--- src/rtl/uart_rx_ctrl.sv ---
// UART receiver controller: oversampled start detection with false-start
// rejection, LSB-first data capture, stop-bit framing check, break hold-off,
// and a single-entry output register with valid/overrun handshake.
module uart_rx_ctrl #(
    parameter int unsigned OVERSAMPLE = 16,
    parameter int unsigned DATABITS   = 8
) (
    input  logic                clk,
    input  logic                rst_n,
    input  logic                tick,
    input  logic                rxd,
    input  logic                rd,
    output logic [DATABITS-1:0] data,
    output logic                valid,
    output logic                frame_err,
    output logic                overrun,
    output logic                busy
);

    localparam int unsigned CW = $clog2(OVERSAMPLE);
    localparam int unsigned BW = $clog2(DATABITS + 1);

    localparam logic [CW-1:0] CNT_HALF = CW'(OVERSAMPLE / 2 - 1);
    localparam logic [CW-1:0] CNT_LAST = CW'(OVERSAMPLE - 1);
    localparam logic [BW-1:0] BIT_LAST = BW'(DATABITS - 1);

    typedef enum logic [2:0] {
        IDLE,
        START,
        DATA,
        STOP,
        BREAK
    } state_t;

    state_t              state;
    logic [CW-1:0]       cnt;
    logic [BW-1:0]       bitcnt;
    logic [DATABITS-1:0] shift;
    logic                rx_meta;
    logic                rxs;

    // Two-flop synchronizer for the asynchronous serial line (idles high).
    always_ff @(posedge clk or negedge rst_n) begin
        if (!rst_n) begin
            rx_meta <= 1'b1;
            rxs     <= 1'b1;
        end else begin
            rx_meta <= rxd;
            rxs     <= rx_meta;
        end
    end

    // Frame FSM plus output register; counters and state move only on tick.
    always_ff @(posedge clk or negedge rst_n) begin
        if (!rst_n) begin
            state     <= IDLE;
            cnt       <= '0;
            bitcnt    <= '0;
            shift     <= '0;
            data      <= '0;
            valid     <= 1'b0;
            frame_err <= 1'b0;
            overrun   <= 1'b0;
        end else begin
            // Consumer acknowledge; a completing byte below overrides valid.
            if (rd && valid) begin
                valid   <= 1'b0;
                overrun <= 1'b0;
            end
            if (tick) begin
                case (state)
                    IDLE: begin
                        if (!rxs) begin
                            state <= START;
                            cnt   <= '0;
                        end
                    end
                    START: begin
                        if (cnt == CNT_HALF) begin
                            if (!rxs) begin
                                state  <= DATA;
                                cnt    <= '0;
                                bitcnt <= '0;
                            end else begin
                                state <= IDLE;
                            end
                        end else begin
                            cnt <= cnt + CW'(1);
                        end
                    end
                    DATA: begin
                        if (cnt == CNT_LAST) begin
                            shift  <= {rxs, shift[DATABITS-1:1]};
                            cnt    <= '0;
                            bitcnt <= bitcnt + BW'(1);
                            if (bitcnt == BIT_LAST) begin
                                state <= STOP;
                            end
                        end else begin
                            cnt <= cnt + CW'(1);
                        end
                    end
                    STOP: begin
                        if (cnt == CNT_LAST) begin
                            data      <= shift;
                            frame_err <= ~rxs;
                            valid     <= 1'b1;
                            // Unread byte overwritten -> overrun, unless it is
                            // being acknowledged on this very cycle.
                            if (valid) begin
                                overrun <= ~rd;
                            end
                            cnt   <= '0;
                            state <= rxs ? IDLE : BREAK;
                        end else begin
                            cnt <= cnt + CW'(1);
                        end
                    end
                    BREAK: begin
                        if (rxs) begin
                            state <= IDLE;
                        end
                    end
                    default: begin
                        state <= IDLE;
                    end
                endcase
            end
        end
    end

    // Busy whenever a frame (or break) is in progress.
    always_comb begin
        busy = (state != IDLE);
    end

endmodule

--- config.mk ---
export PLATFORM = sky130hd
export DESIGN_NAME = uart_rx_ctrl
export DESIGN_NICKNAME = d
export VERILOG_FILES = /design/src/rtl/uart_rx_ctrl.sv
export SDC_FILE = /design/constraint.sdc
export NUM_CORES = 1
export LEC_CHECK = 0
export CAP_MARGIN = 10
export CORE_UTILIZATION = 35
export DETAILED_ROUTE_END_ITERATION = 12
export GPL_ROUTABILITY_DRIVEN = 0
export HOLD_SLACK_MARGIN = 0.12
export SLEW_MARGIN = 25
export SYNTH_ARGS = -nofsm -noshare
export SYNTH_HDL_FRONTEND = slang
export SYNTH_SLANG_ARGS = --single-unit
--- constraint.sdc ---
create_clock -name clk -period 3.05 [get_ports clk]
set_input_delay 0.61 -clock clk [delete_from_list [all_inputs] [get_ports clk]]
set_output_delay 0.61 -clock clk [all_outputs]
set_load 0.02 [all_outputs]
# ---- Yosys cells after proc, flatten, opt, wreduce, memory -nomap -nowiden
# Index checks and enable logic that the tools add are counted.
dict set report totals {
  register_bits 32
  word_cells 65
  in_bits 5
}
dict set report classes {
  n_reduce_logical 11
  muxes 26
  n_eq_ne 14
  bitwise_logic 2
  add_sub_neg 2
}
# operator count
set op_table {}
lappend op_table {{4-bit 2-to-1 mux} 6}
lappend op_table {{3-bit 2-to-1 mux} 7}
lappend op_table {{3-bit one-hot mux with 5 select lines} 1}
lappend op_table {{2-bit inequality test, second input constant} 7}
lappend op_table {{4-bit one-hot mux with 3 select lines} 1}
lappend op_table {{1-bit 2-to-1 mux} 9}
lappend op_table {{4-bit by 1-bit adder with 4-bit output, second input constant} 2}
lappend op_table {{4-bit by 3-bit == test with 1-bit output, second input constant} 2}
lappend op_table {{4-bit one-hot mux with 2 select lines} 1}
lappend op_table {{7-bit AND reduction} 1}
lappend op_table {{3-bit by 2-bit == test with 1-bit output, second input constant} 2}
lappend op_table {{3-bit AND reduction} 2}
lappend op_table {{3-bit nonzero test} 2}
lappend op_table {{5-bit AND reduction} 1}
lappend op_table {{4-bit == test, second input constant} 1}
lappend op_table {{3-bit by 1-bit == test with 1-bit output, second input constant} 1}
lappend op_table {{3-bit == test, second input constant} 1}
lappend op_table {{3-bit logical NOT} 1}
lappend op_table {{2-bit 2-to-1 mux} 1}
lappend op_table {{1-bit inverter} 2}
lappend op_table {{2-bit AND reduction} 1}
lappend op_table {{2-bit nonzero test} 1}
lappend op_table {{2-bit OR reduction} 1}
lappend op_table {{1-bit logical AND} 1}

# ---- Longest topological paths before layout
dict set report logic_depth {
  depth_word 6
  depth_mapped 6
}

# ---- Worst setup path before layout
# Ideal clock, no wire load.
dict set report synth_path {
  kind {reg-to-reg}
  start {reg cnt[0]}
  end {reg data[2]}
  synth_period_minus_slack_ps 1772
  arrival_time_ps 1648
  t_required_ps 2925
  stages_incl_launch_ff 6
  setup_slack_ps 1278
  cell_sequence {dfrtp_1 -> ha_1 -> and3_1 -> nand4_1 -> clkbuf_1 -> mux2_2}
}
dict set report synth_between {
  elab_chain_len 2
}
# item line
set synth_rtl {}
lappend synth_rtl {{start: declaration} 36} ;# logic [CW-1:0] cnt;
lappend synth_rtl {{start signal: assignment} 88} ;# cnt <= cnt + CW'(1);
lappend synth_rtl {{start signal: assignment} 100} ;# cnt <= cnt + CW'(1);
lappend synth_rtl {{start signal: assignment} 116} ;# cnt <= cnt + CW'(1);
lappend synth_rtl {{4-bit == test} 104} ;# if (cnt == CNT_LAST) begin
lappend synth_rtl {{3-bit AND reduction (no line)} -}
lappend synth_rtl {{end signal: assignment} 105} ;# data <= shift;
lappend synth_rtl {{end: declaration} 13} ;# output logic [DATABITS-1:0] data,
# No other way between the ends.
# A chain may end at the register's enable or synchronous reset.

# ---- Worst setup path after layout
dict set report layout_path {
  start {reg state[0]}
  end {out busy}
}
dict set report layout_between {
  elab_chain_len 1
}
# item line
set layout_rtl {}
lappend layout_rtl {{start: declaration} 35} ;# state_t state;
lappend layout_rtl {{start signal: assignment} 114} ;# state <= rxs ? IDLE : BREAK;
lappend layout_rtl {{3-bit nonzero test} 134} ;# busy = (state != IDLE);
lappend layout_rtl {{end: declaration} 17} ;# output logic busy
# No other way between the ends.

==> reports/summary.log <==
qor: critical_path.reg2reg_depth 4
qor: cells_and_area.antenna_cells 0
qor: power_and_ir_drop.switching_power 0.333 mW
qor: die.die_area 4440 um^2
qor: route.wl_per_cell 13.3 um
qor: global_routing.globalRoute.totalOverflow 0
qor: die.floorplan.initialDensity 36.6%
qor: power_and_ir_drop.total_leakage_power 0.777 nW
qor: clocking.cts-buffers-inserted 5
qor: critical_path.worst-endpoint-required 2440 ps
qor: power_and_ir_drop.internal_power 0.764 mW
qor: logic_synthesis.yosys_register_bits 32
qor: critical_path.crit_fanout 14
qor: clocking.root_buffer sky130_fd_sc_hd__clkbuf_8
qor: critical_path.data_arrival_critical_path 1760 ps
qor: global_routing.grt_pass1_wl 4.37 mm
qor: critical_path.critPathLaunchType flip-flop
qor: global_routing.number_of_global_route_vias_before_repair 945
qor: die.vertical_die_dimension 66.6 um
qor: logic_synthesis.synthFlopType sky130_fd_sc_hd__dfrtp_1
qor: route.first_iter_violations 63
qor: placed_design.placed_cells_incl_taps 187
qor: critical_path.crit-reg2reg-capture data[4]
qor: outcome.outcome finished clean
qor: timing.tightest_pin_transition 616 ps
qor: power_and_ir_drop.vdd.ir_drop.worst 0.256 mV
qor: power_and_ir_drop.switching_share 30.4%
qor: route.drt_pre_antenna_iters 4
qor: route.finalWirelength 2.60 mm
qor: min_path.min_from rx_meta
qor: timing.final-setup-viol-count 0
qor: logic_synthesis.synth_common_cells sky130_fd_sc_hd__dfrtp_1, sky130_fd_sc_hd__mux2_2, sky130_fd_sc_hd__o21ai_0, sky130_fd_sc_hd__nand2_1
qor: timing.report.final.hold_viol_count 0
qor: logic_synthesis.mappedNetlistNets 133
qor: cells_and_area.final.fill_count 382
qor: die.floorplan_core_area 4000 um^2
qor: clocking.clk-insertion-delay-late 280 ps
qor: clocking.h-tree-depth 2
qor: timing.fin_skew 5.08 ps
qor: global_routing.number_of_antenna_violations_at_the_first_check_in_global_routing 0
qor: run.maxCapViolations 0
qor: critical_path.path_cells or3_1 -> clkdlybuf4s50_1
qor: min_path.holdPathEnd rxs
qor: logic_synthesis.synth_area 1460 um^2
qor: global_routing.groute.usage.overall 13.5%
qor: power_and_ir_drop.pwr-share-clk 30.3%
qor: placed_design.hpwl 1.75 mm
qor: logic_synthesis.synth_sequential_area_ratio 54.9%
qor: logic_synthesis.ys_types 37
qor: timing.unrepaired_setup_endpoints_after_global_routing no
qor: timing.drv_slew 0
qor: critical_path.reg2reg_setup_slack 1080 ps
qor: clocking.post-cts-setup-buffer-count 0
qor: route.drt-vias-per-instance 5.08
qor: timing.timing.slew.headroom 58.9%
qor: logic_synthesis.synth_enable_flop_cells 0
qor: power_and_ir_drop.cellPowerDensity 624 nW/um^2
qor: min_path.worstHoldPathCells 0
qor: critical_path.crit_family buffers and inverters
qor: logic_synthesis.synth_largest_type_area_fraction 51.3%
qor: clocking.postCtsHoldBufs 0
qor: route.drc 0
qor: route.antenna_violating_nets_post_route 0
qor: cells_and_area.fin_cells 195
qor: die.std_cell_rows 23
qor: global_routing.largest_net_degree_at_the_start_of_global_routing 33
qor: critical_path.critical_path_slowest_stage_cell sky130_fd_sc_hd__clkdlybuf4s50_1
qor: die.die_width 66.6 um
qor: critical_path.worst-setup-path-type flip-flop to output port
qor: timing.final_period_minus_worst_setup_slack 2370 ps
qor: logic_synthesis.avgSynthCellArea 11.6 um^2
qor: timing.max_clock_freq 421 MHz
qor: min_path.min-delay-path-class flip-flop to flip-flop
qor: logic_synthesis.ys_warn_count 0
qor: timing.timing.setup.tns 0 ps
qor: logic_synthesis.synthTopCellsByArea sky130_fd_sc_hd__dfrtp_1, sky130_fd_sc_hd__mux2_2, sky130_fd_sc_hd__dfstp_2
qor: cells_and_area.fin_nets 151
qor: timing.worst_slack 677 ps
qor: timing.finalCritPeriodShare 77.8%
qor: cells_and_area.layout.core_utilization 43.9%
qor: clocking.cts_tree done
qor: clocking.clock_sinks 32
qor: route.routed-via-count 991
qor: logic_synthesis.synth.largest_area_cell sky130_fd_sc_hd__dfrtp_1
qor: placed_design.dpl_worst_slack 724 ps
qor: clocking.clkTransAtPathRegs 60 ps
qor: power_and_ir_drop.combPwrFrac 19.7%
qor: critical_path.critical_path.n_buffers_inverters 1
qor: clocking.post_cts_resized 0
qor: logic_synthesis.netlist_instances 126
qor: placed_design.input_output_buffers 16
qor: power_and_ir_drop.sequential_share_of_power 50.0%
qor: critical_path.crit_path_largest_cell_delay 540 ps
qor: logic_synthesis.async_reset_ff_share 100%
qor: clocking.clockBufferDepth 2
qor: die.boundaryPins 17
qor: logic_synthesis.synth_most_common_cell sky130_fd_sc_hd__dfrtp_1
qor: critical_path.reg2reg_from cnt[0]
qor: cells_and_area.area_delta_synth_final 20.1%
qor: critical_path.critPathCaptureType output port
qor: cells_and_area.post_route_cells_drive_above_1_share 20.7%
placed cells by master (no fill, tap or decap), types with 2 or more instances in the layout:
cell type	instances
sky130_fd_sc_hd__a211o_1	2
sky130_fd_sc_hd__a21oi_1	5
sky130_fd_sc_hd__clkbuf_8	6
sky130_fd_sc_hd__clkdlybuf4s50_1	16
sky130_fd_sc_hd__dfrtp_1	30
sky130_fd_sc_hd__dfstp_2	2
sky130_fd_sc_hd__ha_1	2
sky130_fd_sc_hd__inv_1	4
sky130_fd_sc_hd__mux2_2	16
sky130_fd_sc_hd__nand2_1	6
sky130_fd_sc_hd__nand2b_1	3
sky130_fd_sc_hd__nand3_1	4
sky130_fd_sc_hd__nand3b_1	2
sky130_fd_sc_hd__nor2_1	5
sky130_fd_sc_hd__nor2b_1	3
sky130_fd_sc_hd__nor3_1	2
sky130_fd_sc_hd__o21ai_0	10
sky130_fd_sc_hd__o21ai_1	3
sky130_fd_sc_hd__o2bb2ai_1	2
sky130_fd_sc_hd__o31ai_1	3
cells by family (layout without fill, tap and decap cells):
kind of cell	Yosys count	in the layout	share of synthesized area [%]
AND/OR/NAND/NOR	34	34	13.8
flip-flops	32	32	54.9
AO/OA/AOI/OAI	30	30	13.0
multiplexers	16	16	12.3
buffers and inverters	10	29	3.08
adder cells (fa/ha/maj)	2	2	1.71
XOR/XNOR	2	2	1.20
registers in the layout, indices dropped and copies added (netlist names), named ones only:
signal	flops
data	8
state	3
rxs	1
valid	1
shift	8
cnt	4
frame_err	1
bitcnt	4
rx_meta	1
worst max-delay path by stage:
stage / startpoint / cells after the start / to / slack, ps
6_report: state[0] / 2 / busy / 680
5_1_grt: state[0] / 2 / busy / 610
4_1_cts: state[0] / 2 / busy / 660
3_5_place_dp: tick / 3 / data[1] / 720
3_3_place_gp: tick / 3 / data[3] / 800
2_1_floorplan: cnt[0] / 5 / data[2] / 1280
power by group through the flow:
stage / sequential [mW] / combinational (mW) / clock [mW]
floorplan: 0.521 / 0.192 / 0
global placement: 0.554 / 0.209 / 0
detailed placement: 0.557 / 0.218 / 0
CTS: 0.549 / 0.219 / 0.342
global route: 0.559 / 0.247 / 0.362
finish: 0.548 / 0.216 / 0.332
per-stage QoR:
stage          hold WS, ps  total power, mW  area [um^2]
3_3_place_gp           347            0.763         1660
6_report               356             1.10         1760
3_5_place_dp           347            0.775         1660
4_1_cts                356             1.11         1760
5_1_grt                365             1.17         1760
2_1_floorplan          314            0.713         1460
cell type report:
| cell class | instances | area (um^2) | share of cell area [%] |
|---|---|---|---|
| multi-input cells | 84 | 614 | 35.0 |
| repair buffers | 17 | 168 | 9.54 |
| clock buffers | 7 | 86.3 | 4.91 |
| clock inverters | 1 | 7.51 | 0.427 |
| inverters | 4 | 15.0 | 0.855 |
| well taps | 50 | 62.6 | 3.56 |
| flip-flops and latches | 32 | 803 | 45.7 |
routing by layer:
metal	global-route usage [%]	vias to the layer above	routed length, um
met5	0	-	0
li1	-	486	-
met1	17.3	479	1280
met3	5.48	4	123
met4	4.79	0	25
met2	20.3	22	1170
Power figures use the tool's default switching activity.
